`src/rtl/stopwatch_ctrl.sv`:
```
// Stopwatch sequencing controller and time base.
// Turns three debounced key levels into start/pause, lap and clear events,
// runs the RUN/PAUSE/LAP state machine, divides the system clock down to a
// centisecond tick and keeps the hh:mm:ss:cc count. The displayed fields are
// registered and show either the live count or a latched lap value.
//
// Key handshake: the keys are plain levels with no valid/ready pairing. An
// event is the cycle in which a level is 1 and was 0 on the previous cycle.
// At most one event is acted on per cycle (clear > start_pause > lap). The
// others from that cycle are dropped.
module stopwatch_ctrl #(
    parameter int TICK_DIV = 500000,
    parameter int HOUR_MAX = 23
) (
    input  logic       clock,
    input  logic       reset,
    input  logic       start_pause,
    input  logic       lap,
    input  logic       clear,
    output logic [5:0] hour,
    output logic [5:0] minute,
    output logic [5:0] second,
    output logic [6:0] m_sec,
    output logic       running,
    output logic       lap_hold,
    output logic       wrap
);

    localparam int PW = (TICK_DIV > 2) ? $clog2(TICK_DIV) : 1;

    typedef enum logic [2:0] {
        S_IDLE      = 3'd0,
        S_RUN       = 3'd1,
        S_PAUSE     = 3'd2,
        S_LAP       = 3'd3,
        S_LAP_PAUSE = 3'd4
    } state_t;

    state_t        state;
    state_t        state_next;

    logic          sp_prev;
    logic          lap_prev;
    logic          clr_prev;
    logic          ev_clr;
    logic          ev_sp;
    logic          ev_lap;

    logic          count_en;
    logic          hold_sel;
    logic          latch_lap;
    logic          zero_all;

    logic [PW-1:0] presc;
    logic          tick;

    logic [5:0]    cnt_hh;
    logic [5:0]    cnt_mm;
    logic [5:0]    cnt_ss;
    logic [6:0]    cnt_cc;
    logic          cc_max;
    logic          ss_max;
    logic          mm_max;
    logic          hh_max;
    logic          wrap_evt;
    logic          wrap_pend;

    logic [5:0]    lap_hh;
    logic [5:0]    lap_mm;
    logic [5:0]    lap_ss;
    logic [6:0]    lap_cc;

    // Previous key levels for rising-edge detection; cleared by reset so a
    // key held through reset produces one event once reset drops.
    always_ff @(posedge clock) begin
        if (reset) begin
            sp_prev  <= 1'b0;
            lap_prev <= 1'b0;
            clr_prev <= 1'b0;
        end else begin
            sp_prev  <= start_pause;
            lap_prev <= lap;
            clr_prev <= clear;
        end
    end

    // Rising edges, reduced to the single highest-priority event.
    always_comb begin
        ev_clr = clear & ~clr_prev;
        ev_sp  = start_pause & ~sp_prev & ~ev_clr;
        ev_lap = lap & ~lap_prev & ~ev_clr & ~ev_sp;
    end

    // State register.
    always_ff @(posedge clock) begin
        if (reset) begin
            state <= S_IDLE;
        end else begin
            state <= state_next;
        end
    end

    // Next-state logic plus the datapath controls decoded from state/events.
    always_comb begin
        state_next = state;
        latch_lap  = 1'b0;
        zero_all   = 1'b0;
        count_en   = (state == S_RUN) || (state == S_LAP);
        hold_sel   = (state == S_LAP) || (state == S_LAP_PAUSE);
        case (state)
            S_IDLE: begin
                if (ev_sp) begin
                    state_next = S_RUN;
                end
            end
            S_RUN: begin
                if (ev_sp) begin
                    state_next = S_PAUSE;
                end else if (ev_lap) begin
                    state_next = S_LAP;
                    latch_lap  = 1'b1;
                end
            end
            S_PAUSE: begin
                if (ev_clr) begin
                    state_next = S_IDLE;
                    zero_all   = 1'b1;
                end else if (ev_sp) begin
                    state_next = S_RUN;
                end
            end
            S_LAP: begin
                if (ev_clr) begin
                    state_next = S_RUN;
                end else if (ev_sp) begin
                    state_next = S_LAP_PAUSE;
                end else if (ev_lap) begin
                    latch_lap = 1'b1;
                end
            end
            S_LAP_PAUSE: begin
                if (ev_clr) begin
                    state_next = S_IDLE;
                    zero_all   = 1'b1;
                end else if (ev_sp) begin
                    state_next = S_LAP;
                end else if (ev_lap) begin
                    state_next = S_PAUSE;
                end
            end
            default: begin
                state_next = S_IDLE;
            end
        endcase
    end

    // Tick on the last prescaler count while the counter is advancing.
    always_comb begin
        tick = count_en && (presc == PW'(TICK_DIV - 1));
    end

    // Prescaler: free-runs while counting, holds a partial tick across a
    // pause, and is parked at zero while idle.
    always_ff @(posedge clock) begin
        if (reset || zero_all || (state == S_IDLE)) begin
            presc <= '0;
        end else if (count_en) begin
            if (tick) begin
                presc <= '0;
            end else begin
                presc <= presc + PW'(1);
            end
        end
    end

    // Field terminal values used by the carry chain.
    always_comb begin
        cc_max   = (cnt_cc == 7'd99);
        ss_max   = (cnt_ss == 6'd59);
        mm_max   = (cnt_mm == 6'd59);
        hh_max   = (cnt_hh == 6'(HOUR_MAX));
        wrap_evt = tick && cc_max && ss_max && mm_max && hh_max;
    end

    // Live hh:mm:ss:cc counter; every field moves on the same tick edge.
    always_ff @(posedge clock) begin
        if (reset || zero_all) begin
            cnt_hh <= '0;
            cnt_mm <= '0;
            cnt_ss <= '0;
            cnt_cc <= '0;
        end else if (tick) begin
            cnt_cc <= cc_max ? 7'd0 : cnt_cc + 7'd1;
            if (cc_max) begin
                cnt_ss <= ss_max ? 6'd0 : cnt_ss + 6'd1;
                if (ss_max) begin
                    cnt_mm <= mm_max ? 6'd0 : cnt_mm + 6'd1;
                    if (mm_max) begin
                        cnt_hh <= hh_max ? 6'd0 : cnt_hh + 6'd1;
                    end
                end
            end
        end
    end

    // Lap register captures the count as it stood before any same-cycle tick.
    always_ff @(posedge clock) begin
        if (reset || zero_all) begin
            lap_hh <= '0;
            lap_mm <= '0;
            lap_ss <= '0;
            lap_cc <= '0;
        end else if (latch_lap) begin
            lap_hh <= cnt_hh;
            lap_mm <= cnt_mm;
            lap_ss <= cnt_ss;
            lap_cc <= cnt_cc;
        end
    end

    // Rollover marker, delayed one stage so the pulse lines up with the
    // registered display showing 0:00:00:00.
    always_ff @(posedge clock) begin
        if (reset) begin
            wrap_pend <= 1'b0;
        end else begin
            wrap_pend <= wrap_evt;
        end
    end

    // Registered display mux and status flags.
    always_ff @(posedge clock) begin
        if (reset) begin
            hour     <= '0;
            minute   <= '0;
            second   <= '0;
            m_sec    <= '0;
            running  <= 1'b0;
            lap_hold <= 1'b0;
            wrap     <= 1'b0;
        end else begin
            hour     <= hold_sel ? lap_hh : cnt_hh;
            minute   <= hold_sel ? lap_mm : cnt_mm;
            second   <= hold_sel ? lap_ss : cnt_ss;
            m_sec    <= hold_sel ? lap_cc : cnt_cc;
            running  <= count_en;
            lap_hold <= hold_sel;
            wrap     <= wrap_pend;
        end
    end

endmodule

```
`config.mk`:
```
export PLATFORM = sky130hd
export DESIGN_NAME = stopwatch_ctrl
export DESIGN_NICKNAME = d
export VERILOG_FILES = /design/src/rtl/stopwatch_ctrl.sv
export SDC_FILE = /design/constraint.sdc
export NUM_CORES = 1
export LEC_CHECK = 0
export CORE_ASPECT_RATIO = 2
export CORE_MARGIN = 5
export CORE_UTILIZATION = 45
export CTS_BUF_LIST = sky130_fd_sc_hd__clkbuf_16
export CTS_CLUSTER_DIAMETER = 50
export CTS_CLUSTER_SIZE = 14
export DETAILED_ROUTE_END_ITERATION = 8
export PLACE_DENSITY_LB_ADDON = 0.08
export SYNTH_ARGS = -nofsm -noshare
export SYNTH_HDL_FRONTEND = slang
export SYNTH_SLANG_ARGS = --single-unit
```
`constraint.sdc`:
```
create_clock -name clock -period 2.9 [get_ports clock]
set_input_delay 0.725 -clock clock [delete_from_list [all_inputs] [get_ports clock]]
set_output_delay 0.725 -clock clock [all_outputs]
set_load 0.02 [all_outputs]
```
# After elaboration in Yosys (flattened, before gate mapping)

Index checks and enable logic that the tools add are counted.

Add/sub/neg operators: 5
$mul: 0
Div/mod/pow operators: 0
Order comparisons: 0
Eq/ne operators: 12
Shift operators: 0
Mux-type cells: 25
Bitwise operators: 11
Reductions and logical operators: 15

Operator list:

| operator                                      | count |
|---|---|
| 2-to-1 mux 6 bit                              | 6 |
| 2-to-1 mux 3 bit                              | 9 |
| adder 19 x 1 -> 19 bit, second input constant | 1 |
| == test 19 bit, second input constant         | 1 |
| 2-to-1 mux 19 bit                             | 1 |
| adder 6 x 1 -> 6 bit, second input constant   | 3 |
| case mux 3 bit (5 select lines)               | 1 |
| 2-to-1 mux 7 bit                              | 2 |
| == test 6 bit, second input constant          | 2 |
| adder 7 x 1 -> 7 bit, second input constant   | 1 |
| == test 7 bit, second input constant          | 1 |
| bitwise AND 1 bit                             | 6 |
| == test 3 x 2 -> 1 bit, second input constant | 2 |
| == test 6 x 5 -> 1 bit, second input constant | 1 |
| != test 3 bit, second input constant          | 2 |
| AND reduction 3 bit                           | 2 |
| logical AND 1 bit                             | 5 |
| 2-to-1 mux 1 bit                              | 5 |
| NOT 1 bit                                     | 5 |
| logical OR 1 bit                              | 4 |
| != test 4 bit, second input constant          | 1 |
| AND reduction 4 bit                           | 1 |
| == test 3 x 1 -> 1 bit, second input constant | 1 |
| == test 3 bit, second input constant          | 1 |
| other kinds (4)                               | 4 |

Register bits: 104
Bits in latches: 0
RAM bits: 0
Bits in read-only memories: 0
Input port bits: 5
Output and inout bits: 28
Word-level logic and storage cells: 89
Memories kept: 0

# Logic depth before layout (Yosys ltp)

Depth in word-level cells: 10
Mapped depth: 8
Depth with buffers taken out: 6

# Worst setup path before layout

OpenSTA, ideal clock, no wires.

Path type: input-to-reg
Start: in start_pause
End: reg lap_cc[1]
Setup time: 0.128 ns
Arrival time: 2.119 ns
Data required time: 2.772 ns
Setup slack: 0.653 ns
Cell stages on the path: 7
Buffers on the path: 2
Cell sequence: nor2b_1 clkbuf_1 nor2_1 nand3_1 clkbuf_1 mux2i_1 nor2_1

Cells in the longest elaborated chain, start to end: 8

RTL lines:

| element                             | line     | RTL |
|---|---|---|
| from (decl)                         | 17       | `input logic start_pause,` |
| bitwise AND 1 bit (*) (2 in series) | 90       | `ev_sp = start_pause & ~sp_prev & ~ev_clr;` |
| NOT 1 bit                           | 91       | `ev_lap = lap & ~lap_prev & ~ev_clr & ~ev_sp;` |
| bitwise AND 1 bit                   | 91       |  |
| 2-to-1 mux 1 bit                    | 119, 137 |  |
| 2-to-1 mux 1 bit (*)                | 135      | `end else if (ev_sp) begin` |
| 2-to-1 mux 1 bit                    | 133      | `if (ev_clr) begin` |
| case mux 1 bit (2 select lines) (*) | 110      | `case (state)` |
| to (signal assigned)                | 217      | `lap_cc <= cnt_cc;` |
| to (decl)                           | 71       | `logic [6:0] lap_cc;` |

Mark *: on every way between the ends. The rest lies on a longest branch, timed or not.
A chain may end at the register's enable or synchronous reset.

# Worst setup path after layout

Start: reg presc[10]
End: reg cnt_mm[3]

Cells in the longest elaborated chain, start to end: 3

RTL lines:

| element                       | line | RTL |
|---|---|---|
| from (decl)                   | 54   | `logic [PW-1:0] presc;` |
| from (signal assigned)        | 171  | `presc <= presc + PW'(1);` |
| == test 19 bit                | 159  | `tick = count_en && (presc == PW'(TICK_DIV - 1));` |
| logical AND 1 bit             | 159  |  |
| AND reduction 3 bit (no line) | --   |  |
| to (signal assigned)          | 197  | `cnt_mm <= mm_max ? 6'd0 : cnt_mm + 6'd1;` |
| to (decl)                     | 58   | `logic [5:0] cnt_mm;` |

No other way between the ends.

==> flow_metrics.py <==
metrics = {
    "run_status": {
        "status": "finished, final reports clean",
    },
    "yosys": {
        "muxShareOfSynthArea": 0.1249,
        "synthArstFlopShare": 0,
        "synth_ff_type": "dfxtp_1",
        "seq_area_frac_synth": 0.4722,
        "synthXorXnorAreaFrac": 0.04569,
        "synth_area_um2": 4409,
        "yosysWarnings": 0,
        "ys_ff_latch": 104,
        "syn_area_per_cell_um2": 9.072,
        "synth_fa_ha_area_frac": 0.01419,
        "synth_compound_area_frac": 0.06356,
        "synth_top_family_by_area": "simple AND/OR/NAND/NOR gates",
        "synth_edf_count": 0,
        "syn_inst": 486,
        "synth.distinct_cells": 49,
        "synth-simple-area-share": 0.2460,
        "synth_fp_nets": 496,
    },
    "timing": {
        "hold_viol": 0,
        "grt_setup_unrepaired": "false",
        "period_share": 0.8678,
        "report.final.setup_viol": 0,
        "worst_slew_pin_slew_ns": 1.177,
        "slew_violations": 0,
        "fin_skew_ns": 0.006336,
        "fmax_mhz": 397.4,
        "fin_tns_setup_ns": 0,
        "timing.slew.headroom": 0.2121,
        "min_period_ns": 2.517,
    },
    "finish": {
        "n_antenna_cell": 0,
        "most-common-layout-cells": "dfxtp_1, nor2_1, mux2i_1, clkdlybuf4s50_1, nand2_1",
        "layout_commonest_cell": "dfxtp_1",
        "syn2layout_area_growth_pct": 17.82,
        "final_nets": 523,
        "final_area_um2": 5195,
        "drive_above_1_share": 0.05985,
        "finalNonFillerCells": 650,
    },
    "floorplanning": {
        "die_x_um": 80.00,
        "die_y_um": 150.0,
        "fp-row-count": 51,
        "fp.dieArea_um2": 12000,
        "start_util": 0.4546,
        "coreArea_um2": 9699,
        "num_io_pins": 33,
    },
    "clocking": {
        "cts_buffers": 9,
        "cts_sinks": 104,
        "cts_buffer_depth": 2,
        "htree_num_levels": 3,
        "cts_hold_buf": 0,
        "cts_tree": "yes",
        "clkSlewWorstSetupHoldPaths_ns": 0.06,
        "cts_setup_buffers": 0,
        "ctsRootBufferMaster": "clkbuf_16",
        "clk_latency_ns": 0.34,
        "cts_resized": 0,
    },
    "critical_path": {
        "criticalPathCategory": "reg2reg",
        "required_ns": 3.17,
        "crit_path_max_fanout": 6,
        "worst-endpoint-arrival_ns": 2.79,
        "end_kind": "flip-flop",
        "start_kind": "flip-flop",
    },
    "route": {
        "num_vias": 3462,
        "drtPass1Iterations": 4,
        "drt_iter0_markers": 162,
        "via_per_inst": 5.326,
        "wirelength_mm": 9.284,
        "final_antenna_net_count": 0,
        "wl_per_cell_um": 14.28,
        "drc_errors": 0,
    },
    "grt": {
        "grt_remaining_overflow": 0,
        "grt_max_degree": 45,
        "antenna_found_initial": 0,
        "grt_pass1_wl_mm": 16.30,
        "track_usage": 0.1710,
        "grt_pass1_vias": 3557,
    },
    "pwr": {
        "powerDensity_nw_per_um2": 530.2,
        "power.leakage_nw": 1.922,
        "p_total_w": 0.002754,
        "vdd_drop_max_uv": 407.1,
    },
    "place": {
        "hpwl_mm": 6.660,
        "dp.cells": 634,
        "io_buffers": 32,
        "placed_area_um2": 4906,
        "gp_congestion": 0.9109,
    },
    "min_path": {
        "hold_class": "reg2reg",
    },
    "flow_run": {
        "drv_cap": 0,
    },
}
[sequential cells by signal (all words and copies together), names as in the netlist]
signal / count
m_sec: 7
lap_cc: 7
lap_mm: 6
lap_prev: 1
lap_hold: 1
presc: 19
cnt_cc: 7
running: 1
minute: 6
state: 3
wrap_pend: 1
wrap: 1
cnt_mm: 6
sp_prev: 1
hour: 6
lap_ss: 6
second: 6
cnt_ss: 6
lap_hh: 6
cnt_hh: 6
clr_prev: 1
[worst paths after layout]
| check | start | end | slack, ns | cells past startpoint |
|---|---|---|---|---|
| worst min register to register | wrap_pend | wrap | 0.44 | 1 |
| worst min-delay path | wrap_pend | wrap | 0.44 | 1 |
| worst max register to register | presc[10] | cnt_mm[3] | 0.38 | 6 |
| worst max-delay path | presc[10] | cnt_mm[3] | 0.38 | 6 |
[cell usage after synthesis (all sizes together), types with 2 or more instances]
master | number | area share
a211oi | 2 | 0.0034
a21oi | 13 | 0.016
a311oi | 2 | 0.0040
a31oi | 2 | 0.0028
and2 | 5 | 0.0071
and3 | 4 | 0.0057
and4 | 2 | 0.0040
buf | 13 | 0.016
clkbuf | 14 | 0.012
dfxtp | 104 | 0.47
ha | 5 | 0.014
inv | 7 | 0.0060
mux2i | 55 | 0.12
nand2 | 31 | 0.026
nand2b | 2 | 0.0028
nand3 | 19 | 0.022
nand4 | 15 | 0.021
nor2 | 94 | 0.080
nor2b | 10 | 0.014
nor3 | 14 | 0.016
nor4 | 5 | 0.012
nor4b | 3 | 0.0060
o21a | 3 | 0.0051
o21ai | 11 | 0.012
o31ai | 4 | 0.0068
or2 | 2 | 0.0028
or3 | 7 | 0.0099
or4 | 3 | 0.0051
or4b | 2 | 0.0054
xnor2 | 14 | 0.028
xor2 | 9 | 0.018
[area by class of cell]
| cell class | instances | area (um^2) |
|---|---|---|
| Clock buffer | 9 | 225.2 |
| Clock inverter | 7 | 63.81 |
| Fill cell | 928 | 4504 |
| Inverter | 7 | 26.28 |
| Multi-Input combinational cell | 348 | 2205 |
| Sequential cell | 104 | 2082 |
| Tap cell | 132 | 165.2 |
| Timing Repair Buffer | 43 | 427.9 |
[report_power, final]
group	internal, W	switching (W)
Sequential	0.00144	0.0000131
Clock	0.000661	0.000508
Combinational	0.0000547	0.0000799
[metrics by stage]
step	setup slack [ns]	util	hold WS (ns)
2_1_floorplan	0.6532	-	0.4138
3_3_place_gp	0.5061	0.5058	0.4201
3_5_place_dp	0.4224	0.5058	0.4284
4_1_cts	0.3996	0.5356	0.4444
5_1_grt	0.2316	0.5356	0.4589
6_report	0.3835	0.5356	0.4403
[cell families (layout without fill, tap and decap cells)]
kind of cell	Yosys count	in the layout
AO/OA/AOI/OAI	44	44
flip-flops	104	104
XOR/XNOR	23	23
multiplexers	55	55
adder cells (fa/ha/maj)	5	5
AND/OR/NAND/NOR	221	221
buffers and inverters	34	66
[per-layer routing]
layer / track usage / wire, um / part of all wire
met1: 0.1716 / 3573 / 0.38
met5: 0 / 0 / 0
met4: 0.07953 / 238 / 0.026
met2: 0.3256 / 5244 / 0.56
met3: 0.03373 / 227 / 0.024
[worst max-delay path, cell delays in order (launching register included)]
cell,delay (ns)
dfxtp_1,0.35
or4b_4,0.56
nor4_2,0.45
nand4_1,0.35
buf_4,0.27
or3_1,0.34
a21oi_1,0.13
No activity file was read; power rests on OpenSTA's default activity.
